==> config.mk <==
export PLATFORM = sky130hd
export DESIGN_NAME = if_fetch_buf_flat
export DESIGN_NICKNAME = d
export VERILOG_FILES = /design/src/rtl/if_fetch_buf_if.sv /design/src/rtl/if_fetch_buf.sv /design/src/flat_wrapper.sv
export SDC_FILE = /design/constraint.sdc
export NUM_CORES = 1
export LEC_CHECK = 0
export CAP_MARGIN = 5
export CORE_MARGIN = 2
export CORE_UTILIZATION = 27
export DETAILED_ROUTE_END_ITERATION = 12
export PLACE_DENSITY_LB_ADDON = 0.1
export SYNTH_ARGS = -nofsm -noshare
export SYNTH_HDL_FRONTEND = slang
export SYNTH_SLANG_ARGS = --single-unit
export TNS_END_PERCENT = 20
==> constraint.sdc <==
create_clock -name clk -period 8.75 [get_ports clk]
set_clock_uncertainty 0.1 [all_clocks]
set_input_delay 1.75 -clock clk [delete_from_list [all_inputs] [get_ports clk]]
set_output_delay 1.75 -clock clk [all_outputs]
set_load 0.01 [all_outputs]
==> src/rtl/if_fetch_buf_if.sv <==
// Fetch-buffer bus bundle: IRAM read port plus the valid/ready link to ID.
// master = fetch buffer side, slave = IRAM/ID side.
interface if_fetch_buf_if #(
    parameter int XLEN = 32,
    parameter int ILEN = 32
);
    logic            iram_req;
    logic [XLEN-1:0] iram_addr;
    logic [ILEN-1:0] iram_rdata;
    logic            id_valid;
    logic            id_ready;
    logic [XLEN-1:0] id_pc;
    logic [ILEN-1:0] id_inst;

    modport master (
        output iram_req, iram_addr, id_valid, id_pc, id_inst,
        input  iram_rdata, id_ready
    );

    modport slave (
        input  iram_req, iram_addr, id_valid, id_pc, id_inst,
        output iram_rdata, id_ready
    );
endinterface

==> src/rtl/if_fetch_buf.sv <==
// Fetch stage: issues IRAM reads at the PC, pairs late read data with its PC in a
// small FIFO feeding ID, back-pressures the PC register and flushes on branch/jump.
module if_fetch_buf #(
    parameter int XLEN  = 32,
    parameter int ILEN  = 32,
    parameter int DEPTH = 2
) (
    input  logic            clk,
    input  logic            rst,
    input  logic [XLEN-1:0] pc_i,
    input  logic            iram_en_i,
    input  logic            bj_flag,
    output logic            pipe_stall,
    if_fetch_buf_if.master  bus
);
    localparam int AW = $clog2(DEPTH);
    localparam int CW = AW + 1;
    localparam logic [CW:0] FULL = (CW+1)'(DEPTH);

    logic [DEPTH-1:0][XLEN-1:0] fifo_pc;
    logic [DEPTH-1:0][ILEN-1:0] fifo_inst;
    logic [AW-1:0]              rd_ptr;
    logic [AW-1:0]              wr_ptr;
    logic [CW-1:0]              count;
    logic                       req_vld_q;
    logic [XLEN-1:0]            req_pc_q;
    logic                       pop;
    logic                       push;
    logic [CW:0]                occ_next;

    assign pop  = bus.id_valid & bus.id_ready;
    assign push = req_vld_q & ~bj_flag;

    // Occupancy after this edge without a new request; an in-flight read already owns a slot.
    assign occ_next   = {1'b0, count} + (CW+1)'(req_vld_q) - (CW+1)'(pop);
    assign pipe_stall = (occ_next >= FULL);

    assign bus.iram_req  = iram_en_i & ~bj_flag & ~pipe_stall & ~rst;
    assign bus.iram_addr = pc_i;

    assign bus.id_valid = (count != '0);
    assign bus.id_pc    = fifo_pc[rd_ptr];
    assign bus.id_inst  = fifo_inst[rd_ptr];

    always_ff @(posedge clk) begin
        if (rst) begin
            req_vld_q <= 1'b0;
            req_pc_q  <= '0;
            count     <= '0;
            rd_ptr    <= '0;
            wr_ptr    <= '0;
            fifo_pc   <= '0;
            fifo_inst <= '0;
        end else begin
            req_vld_q <= bus.iram_req;
            if (bus.iram_req)
                req_pc_q <= pc_i;

            // A flush drops both buffered entries and the response arriving this cycle.
            if (bj_flag) begin
                count  <= '0;
                rd_ptr <= '0;
                wr_ptr <= '0;
            end else begin
                if (push) begin
                    fifo_pc[wr_ptr]   <= req_pc_q;
                    fifo_inst[wr_ptr] <= bus.iram_rdata;
                    wr_ptr            <= wr_ptr + AW'(1);
                end
                if (pop)
                    rd_ptr <= rd_ptr + AW'(1);
                count <= count + CW'(push) - CW'(pop);
            end
        end
    end
endmodule
==> src/flat_wrapper.sv <==
// flat-port wrapper written by rule: the top's interface ports become plain ports
module if_fetch_buf_flat 
#(
    parameter int XLEN  = 32,
    parameter int ILEN  = 32,
    parameter int DEPTH = 2
)
  (clk, rst, pc_i, iram_en_i, bj_flag, pipe_stall, bus_iram_req, bus_iram_addr, bus_id_valid, bus_id_pc, bus_id_inst, bus_iram_rdata, bus_id_ready);
  if_fetch_buf_if #(.XLEN(XLEN), .ILEN(ILEN)) bus_i ();
  input  logic clk;
  input  logic rst;
  input  logic [XLEN-1:0] pc_i;
  input  logic iram_en_i;
  input  logic bj_flag;
  output logic pipe_stall;
  output wire logic [$bits(bus_i.iram_req)-1:0] bus_iram_req;
  output wire logic [$bits(bus_i.iram_addr)-1:0] bus_iram_addr;
  output wire logic [$bits(bus_i.id_valid)-1:0] bus_id_valid;
  output wire logic [$bits(bus_i.id_pc)-1:0] bus_id_pc;
  output wire logic [$bits(bus_i.id_inst)-1:0] bus_id_inst;
  input wire logic [$bits(bus_i.iram_rdata)-1:0] bus_iram_rdata;
  input wire logic [$bits(bus_i.id_ready)-1:0] bus_id_ready;
  assign bus_iram_req = bus_i.iram_req;
  assign bus_iram_addr = bus_i.iram_addr;
  assign bus_id_valid = bus_i.id_valid;
  assign bus_id_pc = bus_i.id_pc;
  assign bus_id_inst = bus_i.id_inst;
  assign bus_i.iram_rdata = bus_iram_rdata;
  assign bus_i.id_ready = bus_id_ready;
  if_fetch_buf #(.XLEN(XLEN), .ILEN(ILEN), .DEPTH(DEPTH)) u_core (.clk(clk), .rst(rst), .pc_i(pc_i), .iram_en_i(iram_en_i), .bj_flag(bj_flag), .pipe_stall(pipe_stall), .bus(bus_i));
endmodule
### After elaboration in Yosys (flattened, before gate mapping)

Index checks and enable logic that the tools add are counted.

* bits in registers: 165
* latch bits: 0
* bits in writable memories: 0
* ROM bits: 0
* input port bits: 69
* output and inout port bits: 99
* word-level logic and storage cells: 39
* memories kept: 0

* add/subtract/negate cells: 6
* multipliers: 0
* div/mod/pow operators: 0
* magnitude comparators: 4
* equal/unequal tests: 0
* shift-type cells: 0
* multiplexer cells: 8
* bitwise logic cells: 8
* reduce and logical (&&, ||, !) cells: 4

Operators by type and width (count)
* $mux 32: 5
* $bwmux 64: 2
* $demux 32 s1: 1
* $and 1x1->1: 5
* $lt 1x2->1 const B: 2
* $add 2x1->3: 1
* $ge 3x2->1 const B: 1
* $not 1->1: 3
* $sub 3x1->3: 1
* $add 1x1->1 const B: 2
* $add 2x1->2: 1
* $reduce_and 2->1: 1
* $reduce_bool 2->1: 1
* $reduce_or 2->1: 1
* $sub 2x1->2: 1
* $ge 1x1->1 const B: 1
* $logic_and 1x1->1: 1

### Logic depth before layout (Yosys ltp)

Gate-level depths: netlist (run 1).

* depth after elaboration: 7
* depth in mapped cells: 10
* depth with buffers taken out: 8

### Worst setup path after synthesis (run 1)

Ideal clock, no wire load.

* path kind: input-to-output
* from: input port bus_id_ready
* to: output port pipe_stall
* arrival time: 3.420 ns
* required time: 6.900 ns
* slack: 3.480 ns
* stages on the path: 8
* buffers on the path: 1
* cell sequence: o21a_1 ha_1 inv_1 nand2_1 fa_1 xnor2_1 buf_6 nand2_1

* longest elaborated chain between the ends: 3

RTL lines
* start, declared: RTL line flat_wrapper.sv:22 `input wire logic [$bits(bus_i.id_ready)-1:0] bus_id_ready;`
* $and 1x1->1: RTL line if_fetch_buf.sv:31 `assign pop = bus.id_valid & bus.id_ready;`
* $sub 3x1->3: RTL line if_fetch_buf.sv:35 `assign occ_next = {1'b0, count} + (CW+1)'(req_vld_q) - (CW+1)'(pop);`
* $ge 3x2->1: RTL line if_fetch_buf.sv:36 `assign pipe_stall = (occ_next >= FULL);`
* end, declared: RTL line flat_wrapper.sv:15 `output logic pipe_stall;`

No other way between the ends.

### Final worst setup path (run 1)

* from: input port bus_id_ready
* to: output port bus_iram_req

* longest elaborated chain between the ends: 6

RTL lines
* $and 1x1->1: RTL line if_fetch_buf.sv:31
* via u_core.pop: RTL line if_fetch_buf.sv:27 `logic pop;`
* $sub 3x1->3: RTL line if_fetch_buf.sv:35
* $ge 3x2->1: RTL line if_fetch_buf.sv:36
* $not 1->1: RTL line if_fetch_buf.sv:38 `assign bus.iram_req = iram_en_i & ~bj_flag & ~pipe_stall & ~rst;`
* $and 1x1->1 (2 in series): RTL line if_fetch_buf.sv:38
* end, declared: RTL line flat_wrapper.sv:16 `output wire logic [$bits(bus_i.iram_req)-1:0] bus_iram_req;`

The timed path passes the listed nets, and every way through them passes these cells.

==> results of run 1 <==
==> how the worst min path moves through the flow <==
| stage | to | from |
|---|---|---|
| after floorplan | u_core.fifo_inst[32] | u_core.fifo_inst[32] |
| after global placement | u_core.fifo_inst[56] | u_core.fifo_inst[56] |
| after detailed placement | u_core.fifo_inst[39] | u_core.fifo_inst[39] |
| final | u_core.fifo_inst[42] | u_core.fifo_inst[42] |
| after global routing | u_core.fifo_inst[44] | u_core.fifo_inst[44] |
| after CTS | u_core.fifo_inst[13] | u_core.fifo_inst[13] |
==> synth_stat cells, drive strengths merged <==
master,n,share of area (%)
a21oi,160,12
and3b,1,0.13
buf,76,7.7
clkbuf,23,1.3
dfxtp,165,47
fa,1,0.29
ha,3,0.54
inv,4,0.22
mux2,64,10
nand2,259,14
nand3,32,2.3
nand3b,1,0.11
nand4bb,1,0.16
nor2,2,0.11
nor2b,1,0.090
nor3,3,0.22
nor3b,2,0.22
nor4bb,1,0.14
o21a,1,0.11
o21ai,32,2.3
or3b,1,0.13
xnor2,4,0.50
xor2,1,0.23
==> cell families after synthesis <==
| group | Yosys count | synth area share [%] |
|---|---|---|
| DFF | 165 | 47.4 |
| and+or+nand+nor | 304 | 17.6 |
| xor gates and xnor gates | 5 | 0.737 |
| buffers and inverters | 103 | 9.17 |
| muxes | 64 | 10.4 |
| adders and majority gates | 4 | 0.827 |
| AOI/OAI and AO/OA | 193 | 13.9 |
==> final cells by class <==
type / count / area [µm²]
clock buffers: 20 / 447
clock inverters: 11 / 151
fillers: 2649 / 16100
inverters: 4 / 15.0
multi-input cells: 570 / 3050
flip-flops and latches: 165 / 3310
well taps: 330 / 413
repair buffers: 178 / 1750
==> routing by layer <==
layer  vias up  GRT usage (%)  share of wire (%)
met1      2680           20.7                 50
met5         -              0                  0
li1       2961              -                  -
met3         5           3.77                4.7
met4         0           3.08               0.50
met2       130           22.5                 45
==> tightest hold or removal path, delay by kind of cell (launching register included) <==
kind | cells | cell delay (ns)
AO/OA/AOI/OAI | 1 | 0.05
AND/OR/NAND/NOR | 1 | 0.05
flip-flops | 1 | 0.31
==> registers in the layout, indices dropped and copies added (netlist names) <==
register and count:
u_core.count 2, u_core.fifo_pc 64, u_core.rd_ptr 1, u_core.wr_ptr 1, u_core.req_pc_q 32, u_core.fifo_inst 64
u_core.req_vld_q 1
==> power by group <==
| part | switching [mW] | internal (mW) | leakage [nW] |
|---|---|---|---|
| combinational | 0.0580 | 0.0616 | 1.46 |
| sequential | 0.00742 | 0.761 | 1.33 |
| clock | 0.313 | 0.457 | 0.279 |
==> flow_summary.yaml, run 1 <==
timing:
  drv_slew: 0
  final.min_clock_period_ns: 6.20
  finalHoldViolCount: 0
  whs_ns: 0.351
  max_slew_margin_pct: 26.3
  finalSetupTns_ns: 0
  worst_pin_slew_ns: 1.10
  fmax_ghz: 0.161
  period_share_pct: 70.9
  rsz0062_at_grt: "false"
  fin_ws_ns: 2.55
  setup_viol: 0
worst_setup_path:
  worst-path-stages: 10
  crit_required_ns: 6.90
  crit_top_cell: "clkdlybuf4s50_1"
  reg2reg_to: "u_core.req_pc_q[17]"
  reg2reg_from: "u_core.count[1]"
  arrival_ns: 4.35
  r2r_cells: 9
  endpoint: "bus_iram_req"
  path_cells: "clkdlybuf4s50_1, o21a_1, ha_1, inv_1, nand2_1, fa_1, xor2_2, buf_4, nor2_1, clkdlybuf4s50_1"
  critPathBufInv: 4
  crit_slowest_cell: "clkdlybuf4s50_1"
  crit_type: "input port to primary output"
  r2r_setup_slack_ns: 5.52
  slowest_delay_ns: 0.56
  critPathMaxFanout: 34
  startpoint_type: "input port"
  worstSetupEndpointType: "primary output"
  critical-path-top-delay-family: "buffers and inverters"
  crit_start: "bus_id_ready"
synthesis:
  netlist-cell-type-count: 27
  syn_area_mm2: 0.00696
  ys_warn_count: 0
  synth_seq_cells: 165
  avgSynthCellArea_um2: 8.31
  synth_cells: 838
  syn_nets: 911
  synth-seq-area-share_pct: 47.4
drt:
  drt_first_pass_iters: 4
  vias_per_cell: 4.52
  route.antenna.remaining_nets: 0
  routed_wl_um: 19900
  first_iter_violations: 286
  avgRoutedWirePerCell_um: 15.6
  vias: 5776
  drc: 0
clock_tree:
  cts_setup_buffers: 0
  clk_pin_slew_worst_paths_ns: 0.07
  clock_sinks: 165
  cts_resized: 0
  clk-insertion-delay-late_ns: 0.41
  htree_levels: 4
  cts_hold_buf: 0
  numCtsBuffers: 17
  clock-root-buffer: "clkbuf_16"
  tritoncts: "yes"
  cts_buffer_depth: 2
die:
  core_area_mm2: 0.0253
  die_h_um: 165
  num_rows: 58
  ios: 168
  initial_core_util_pct: 27.6
  die_x_um: 165
  die_area_mm2: 0.0271
placed_design:
  placed_cell_area_mm2: 0.00854
  dp.cells: 1247
  globalplace.congestion: 0.655
  io_buffers: 167
  pre_cts_ws_ns: 2.55
  hpwl_um: 11700
cells_and_area:
  fin_area_mm2: 0.00914
  antennaDiodeCount: 0
  fin_cells: 1278
  final_layout_size_suffix_gt1_share_pct: 11.8
  nets: 1009
  utilization_pct: 36.2
  final_common_cell: "nand2_1"
  layout.cells.most_common_list: "nand2_1 (259), clkdlybuf4s50_1 (166), dfxtp_1 (164)"
  syn_to_final_growth_pct: 31.2
power_and_ir_drop:
  cellLeakagePower_nw: 3.07
  cellPowerDensity_mw_per_mm2: 181
  ir_worst_vdd_mv: 0.0894
  power.total_mw: 1.66
min_path:
  min_path_type: "flop to flop"
  holdPathStages: 2
global_route:
  grt_use_total_pct: 14.6
  grt_pass1_wl_um: 30800
  first_global_vias: 5541
  grt_max_degree: 98
  antenna_found_initial: 0
  grt.overflow.total: 0
flow_run:
  cap_violations: 0
outcome:
  outcome: "complete, no violations"
No activity file was read; power rests on OpenSTA's default activity.
==> run 2: changes to the inputs <==
==> constraint.sdc (replaced) <==
create_clock -name clk -period 6.1 [get_ports clk]
set_clock_uncertainty 0.1 [all_clocks]
set_input_delay 1.22 -clock clk [delete_from_list [all_inputs] [get_ports clk]]
set_output_delay 1.22 -clock clk [all_outputs]
set_load 0.01 [all_outputs]
==> flow_summary.yaml, run 2 (synthesis results as in run 1) <==
outcome:
  outcome: "complete, no violations"
global_route:
  first_global_vias: 5711
  antenna_found_initial: 0
  grt_pass1_wl_um: 31500
  grt.overflow.total: 0
  grt_max_degree: 89
  grt_use_total_pct: 15.0
timing:
  finalHoldViolCount: 0
  rsz0062_at_grt: "false"
  worst_pin_slew_ns: 1.09
  max_slew_margin_pct: 27.5
  drv_slew: 0
  finalSetupTns_ns: 0
  fin_ws_ns: 1.09
  setup_viol: 0
  final.min_clock_period_ns: 5.01
  period_share_pct: 82.1
  fmax_ghz: 0.200
clock_tree:
  clk-insertion-delay-late_ns: 0.42
  cts_hold_buf: 0
  clk_pin_slew_worst_paths_ns: 0.06
  htree_levels: 4
  clock-root-buffer: "clkbuf_16"
  numCtsBuffers: 17
  cts_resized: 0
  clock_sinks: 165
  tritoncts: "yes"
  cts_setup_buffers: 0
  cts_buffer_depth: 2
cells_and_area:
  top_regs: "u_core.fifo_inst x64, u_core.fifo_pc x64, u_core.req_pc_q x32"
  utilization_pct: 36.1
  final_common_cell: "nand2_1"
  final_layout_size_suffix_gt1_share_pct: 12.0
  syn_to_final_growth_pct: 30.9
  layout.cells.most_common_list: "nand2_1 (259), clkdlybuf4s50_1 (166), dfxtp_1 (164)"
  antennaDiodeCount: 0
  nets: 1008
drt:
  first_iter_violations: 312
  avgRoutedWirePerCell_um: 15.8
  drc: 0
  vias: 5793
  routed_wl_um: 20200
  drt_first_pass_iters: 4
  route.antenna.remaining_nets: 0
  vias_per_cell: 4.53
die:
  die_area_mm2: 0.0271
  initial_core_util_pct: 27.6
  die_x_um: 165
  ios: 168
  core_area_mm2: 0.0253
  num_rows: 58
  die_h_um: 165
power_and_ir_drop:
  power.total_mw: 2.35
  cellLeakagePower_nw: 3.07
  cellPowerDensity_mw_per_mm2: 258
  ir_worst_vdd_mv: 0.120
min_path:
  min_path_type: "flop to flop"
worst_setup_path:
  path_cells: "clkdlybuf4s50_1, o21a_1, ha_1, inv_1, nand2_1, fa_1, nand4bb_1, nor2_1, clkdlybuf4s50_1"
  startpoint_type: "input port"
  worstSetupEndpointType: "primary output"
  crit_type: "input port to primary output"
  crit_required_ns: 4.78
  crit_slowest_cell: "clkdlybuf4s50_1"
  critPathMaxFanout: 3
  arrival_ns: 3.69
  critPathBufInv: 3
  slowest_delay_ns: 0.59
  crit_top_cell: "clkdlybuf4s50_1"
  critical-path-top-delay-family: "buffers and inverters"
placed_design:
  hpwl_um: 11300
  globalplace.congestion: 0.662
  pre_cts_ws_ns: 1.12
  io_buffers: 167
flow_run:
  cap_violations: 0
[run 2: cell types whose count changed in the layout (fill, tap and decap cells not counted), sizes merged]
cell | previous run | this run
buf | 12 | 11
bufinv | 3 | 1
clkbuf | 20 | 18
clkinv | 2 | 5
clkinvlp | 4 | 1
inv | 6 | 11
[run 2: area by class of cell]
| class | instances | area (µm²) |
|---|---|---|
| flip-flops and latches | 165 | 3310 |
| clock buffers | 18 | 439 |
| clock inverters | 14 | 143 |
| well taps | 330 | 413 |
| multi-input cells | 570 | 3050 |
| fillers | 2657 | 16100 |
| inverters | 4 | 15.0 |
| repair buffers | 177 | 1740 |
[run 2: worst paths after layout]
| kind | from | endpoint | slack [ns] | depth (start not counted) |
|---|---|---|---|---|
| min | u_core.fifo_inst[41] | u_core.fifo_inst[41] | 0.35 | 2 |
| max reg2reg | u_core.count[1] | u_core.req_pc_q[15] | 2.77 | 9 |
| min reg2reg | u_core.fifo_inst[41] | u_core.fifo_inst[41] | 0.35 | 2 |
| max | bus_id_ready | bus_iram_req | 1.09 | 9 |
[run 2: report_power, final]
group	internal (mW)	switching [mW]	total [mW]	leakage, nW
Sequential	1.09	0.0104	1.10	1.33
Clock	0.588	0.488	1.08	0.287
Combinational	0.0883	0.0842	0.172	1.45
[run 2: through the flow]
stage	hold WS [ns]	cell area, µm²	instances
3_5_place_dp	0.343	8530	1246
6_report	0.352	9110	1278
5_1_grt	0.369	9110	1278
2_1_floorplan	0.333	6960	838
4_1_cts	0.353	9110	1278
3_3_place_gp	0.339	8530	1246
[run 2: worst register-to-register path: stages, from the launching register on]
cell	delay [ns]
dfxtp_1	0.53
o21a_1	0.20
ha_1	0.24
inv_1	0.08
nand2_1	0.06
fa_1	0.55
nor4bb_4	0.86
buf_4	0.38
nand3_1	0.12
a21oi_1	0.14
[run 2: per-layer routing]
metal / share of wire (%) / up-vias / global-route usage, % / wire length [µm]
li1: - / 2951 / - / -
met1: 50 / 2717 / 20.6 / 10100
met2: 45 / 115 / 24.1 / 9120
met3: 4.2 / 10 / 3.57 / 851
met4: 0.67 / 0 / 3.32 / 136
met5: 0 / - / 0 / 0
==> edit: new RTL, config.mk and constraints of run 2 <==
`XLEN` is set to 32 in 3 places; all go to 36.
--- a/src/rtl/if_fetch_buf_if.sv
+++ b/src/rtl/if_fetch_buf_if.sv
@@ -2,5 +2,5 @@
 // master = fetch buffer side, slave = IRAM/ID side.
 interface if_fetch_buf_if #(
-    parameter int XLEN = 32,
+    parameter int XLEN = 36,
     parameter int ILEN = 32
 );
--- a/src/rtl/if_fetch_buf.sv
+++ b/src/rtl/if_fetch_buf.sv
@@ -2,5 +2,5 @@
 // small FIFO feeding ID, back-pressures the PC register and flushes on branch/jump.
 module if_fetch_buf #(
-    parameter int XLEN  = 32,
+    parameter int XLEN  = 36,
     parameter int ILEN  = 32,
     parameter int DEPTH = 2
--- a/src/flat_wrapper.sv
+++ b/src/flat_wrapper.sv
@@ -2,5 +2,5 @@
 module if_fetch_buf_flat 
 #(
-    parameter int XLEN  = 32,
+    parameter int XLEN  = 36,
     parameter int ILEN  = 32,
     parameter int DEPTH = 2
Interface: changed (resized bus_id_pc, bus_iram_addr and pc_i); port bits go from 168 to 180. No check against the original RTL was run, so the function may have changed too.
==> edit against run 2 <==
- synthesized cell count grew 7.5%
- combinational power grew 8%
- critical endpoint unchanged
- cell area grew 6.6%
- synthesized area grew 6.5%
- total power grew 4.1%
- sequential cell count grew 12
- setup slack lost 0.086 ns
- routed wire length grew 8.4%
==> edit: results <==
export IMPL_port_buffers=179
export IMPL_cts_resized=0
export IMPL_clk_pin_slew_ns=0.07
export IMPL_syn_avg_cell_area_sq_um=8.23
export IMPL_worst_slew_pin_slew_ns=1.07
export IMPL_drive_gt1_share_pct=11.7
export IMPL_layout_cells_non_filler=1354
export IMPL_grt_pass1_vias=6119
export IMPL_first_pass_iters=4
export IMPL_synth_top_cells_by_count="nand2_1 (275), dfxtp_1 (177), a21oi_1 (172)"
export IMPL_netlist_cell_type_count=29
export IMPL_arrival_ns=3.77
export IMPL_p_clk_mw=1.08
export IMPL_crit_path_max_fanout=2
export IMPL_crit_family="buffers and inverters"
export IMPL_synth_nets=978
export IMPL_grt_pass1_wl_microns=34200
export IMPL_h_tree_depth=4
export IMPL_cts_buffer_depth=2
export IMPL_top_regs="u_core.fifo_pc (72), u_core.fifo_inst (64), u_core.req_pc_q (36)"
export IMPL_place_inst=1322
export IMPL_clk_latency_ns=0.43
export IMPL_dp_hpwl_microns=12200
export IMPL_dpl_worst_slack_ns=1.00
export IMPL_rrSetupSlack_ns=2.91
export IMPL_status="finished clean"
export IMPL_seqPwrFrac_pct=48.3
export IMPL_p_per_area_mw_per_mm2=252
export IMPL_drtIter0Drc=409
export IMPL_p_leak_nw=3.25
export IMPL_ys_seq_area_share_pct=47.8
export IMPL_synth_area_leaders="dfxtp_1 (48%), nand2_1 (14%), a21oi_1 (12%), mux2_2 (10%), buf_4 (4.1%)"
export IMPL_period_needed_ns=5.09
export IMPL_grt_start_max_net_pins=102
export IMPL_wire_per_inst_microns=16.2
export IMPL_num_vias=6250
export IMPL_post_dp_cell_area_sq_mm=0.00914
export IMPL_slowest_delay_ns=0.56
export IMPL_fillers=2827
export IMPL_vdd_drop_max_v=0.000164
export IMPL_fin_nets=1077
export IMPL_place_gp_congestion=0.695
export IMPL_hold_slack_ns=0.352
export IMPL_p_sw_mw=0.635
export IMPL_track_usage_pct=15.1
export IMPL_synth_warnings=0
edit: cell types whose count changed in the layout (fill, tap and decap cells not counted), moves of 3 or more:
cell                    run 2  this run
o21ai_0                    27        34
o21ai_1                     5         2
nand2_1                   259       275
nand3_1                    32        36
clkdlybuf4s50_1           166       178
mux2_2                     64        68
dfxtp_1                   164       176
a21oi_1                   160       172
inv_6                       4         7
edit: area by class of cell:
cell class,instances,area [sq um],share of cell area [%]
Sequential cell,177,3550,36.5
Multi-Input combinational cell,610,3280,33.8
Timing Repair Buffer,190,1880,19.3
Clock buffer,18,429,4.42
Tap cell,341,427,4.39
Clock inverter,14,139,1.43
Inverter,4,15.0,0.155
edit: worst paths after layout:
path	startpoint	depth (start not counted)	endpoint
worst min-delay path	u_core.fifo_pc[33]	2	u_core.fifo_pc[33]
worst min register to register	u_core.fifo_pc[33]	2	u_core.fifo_pc[33]
worst max-delay path	bus_id_ready	9	bus_iram_req
worst max register to register	u_core.count[1]	8	u_core.req_pc_q[33]
edit: kinds of logic (layout without fill, tap and decap cells):
logic type | count (synthesis) | in the layout | share of synthesized area [%]
AO/OA/AOI/OAI | 209 | 209 | 14.1
XOR/XNOR | 5 | 5 | 0.692
adder cells (fa/ha/maj) | 4 | 4 | 0.776
buffers and inverters | 114 | 226 | 8.59
flip-flops | 177 | 177 | 47.8
multiplexers | 68 | 68 | 10.3
AND/OR/NAND/NOR | 324 | 324 | 17.7
edit: layer usage:
| layer | global-route usage (%) | part of all wire (%) |
|---|---|---|
| met5 | 0 | 0 |
| met1 | 21.3 | 50 |
| met2 | 23.9 | 44 |
| met4 | 3.49 | 0.86 |
| met3 | 2.96 | 4.7 |
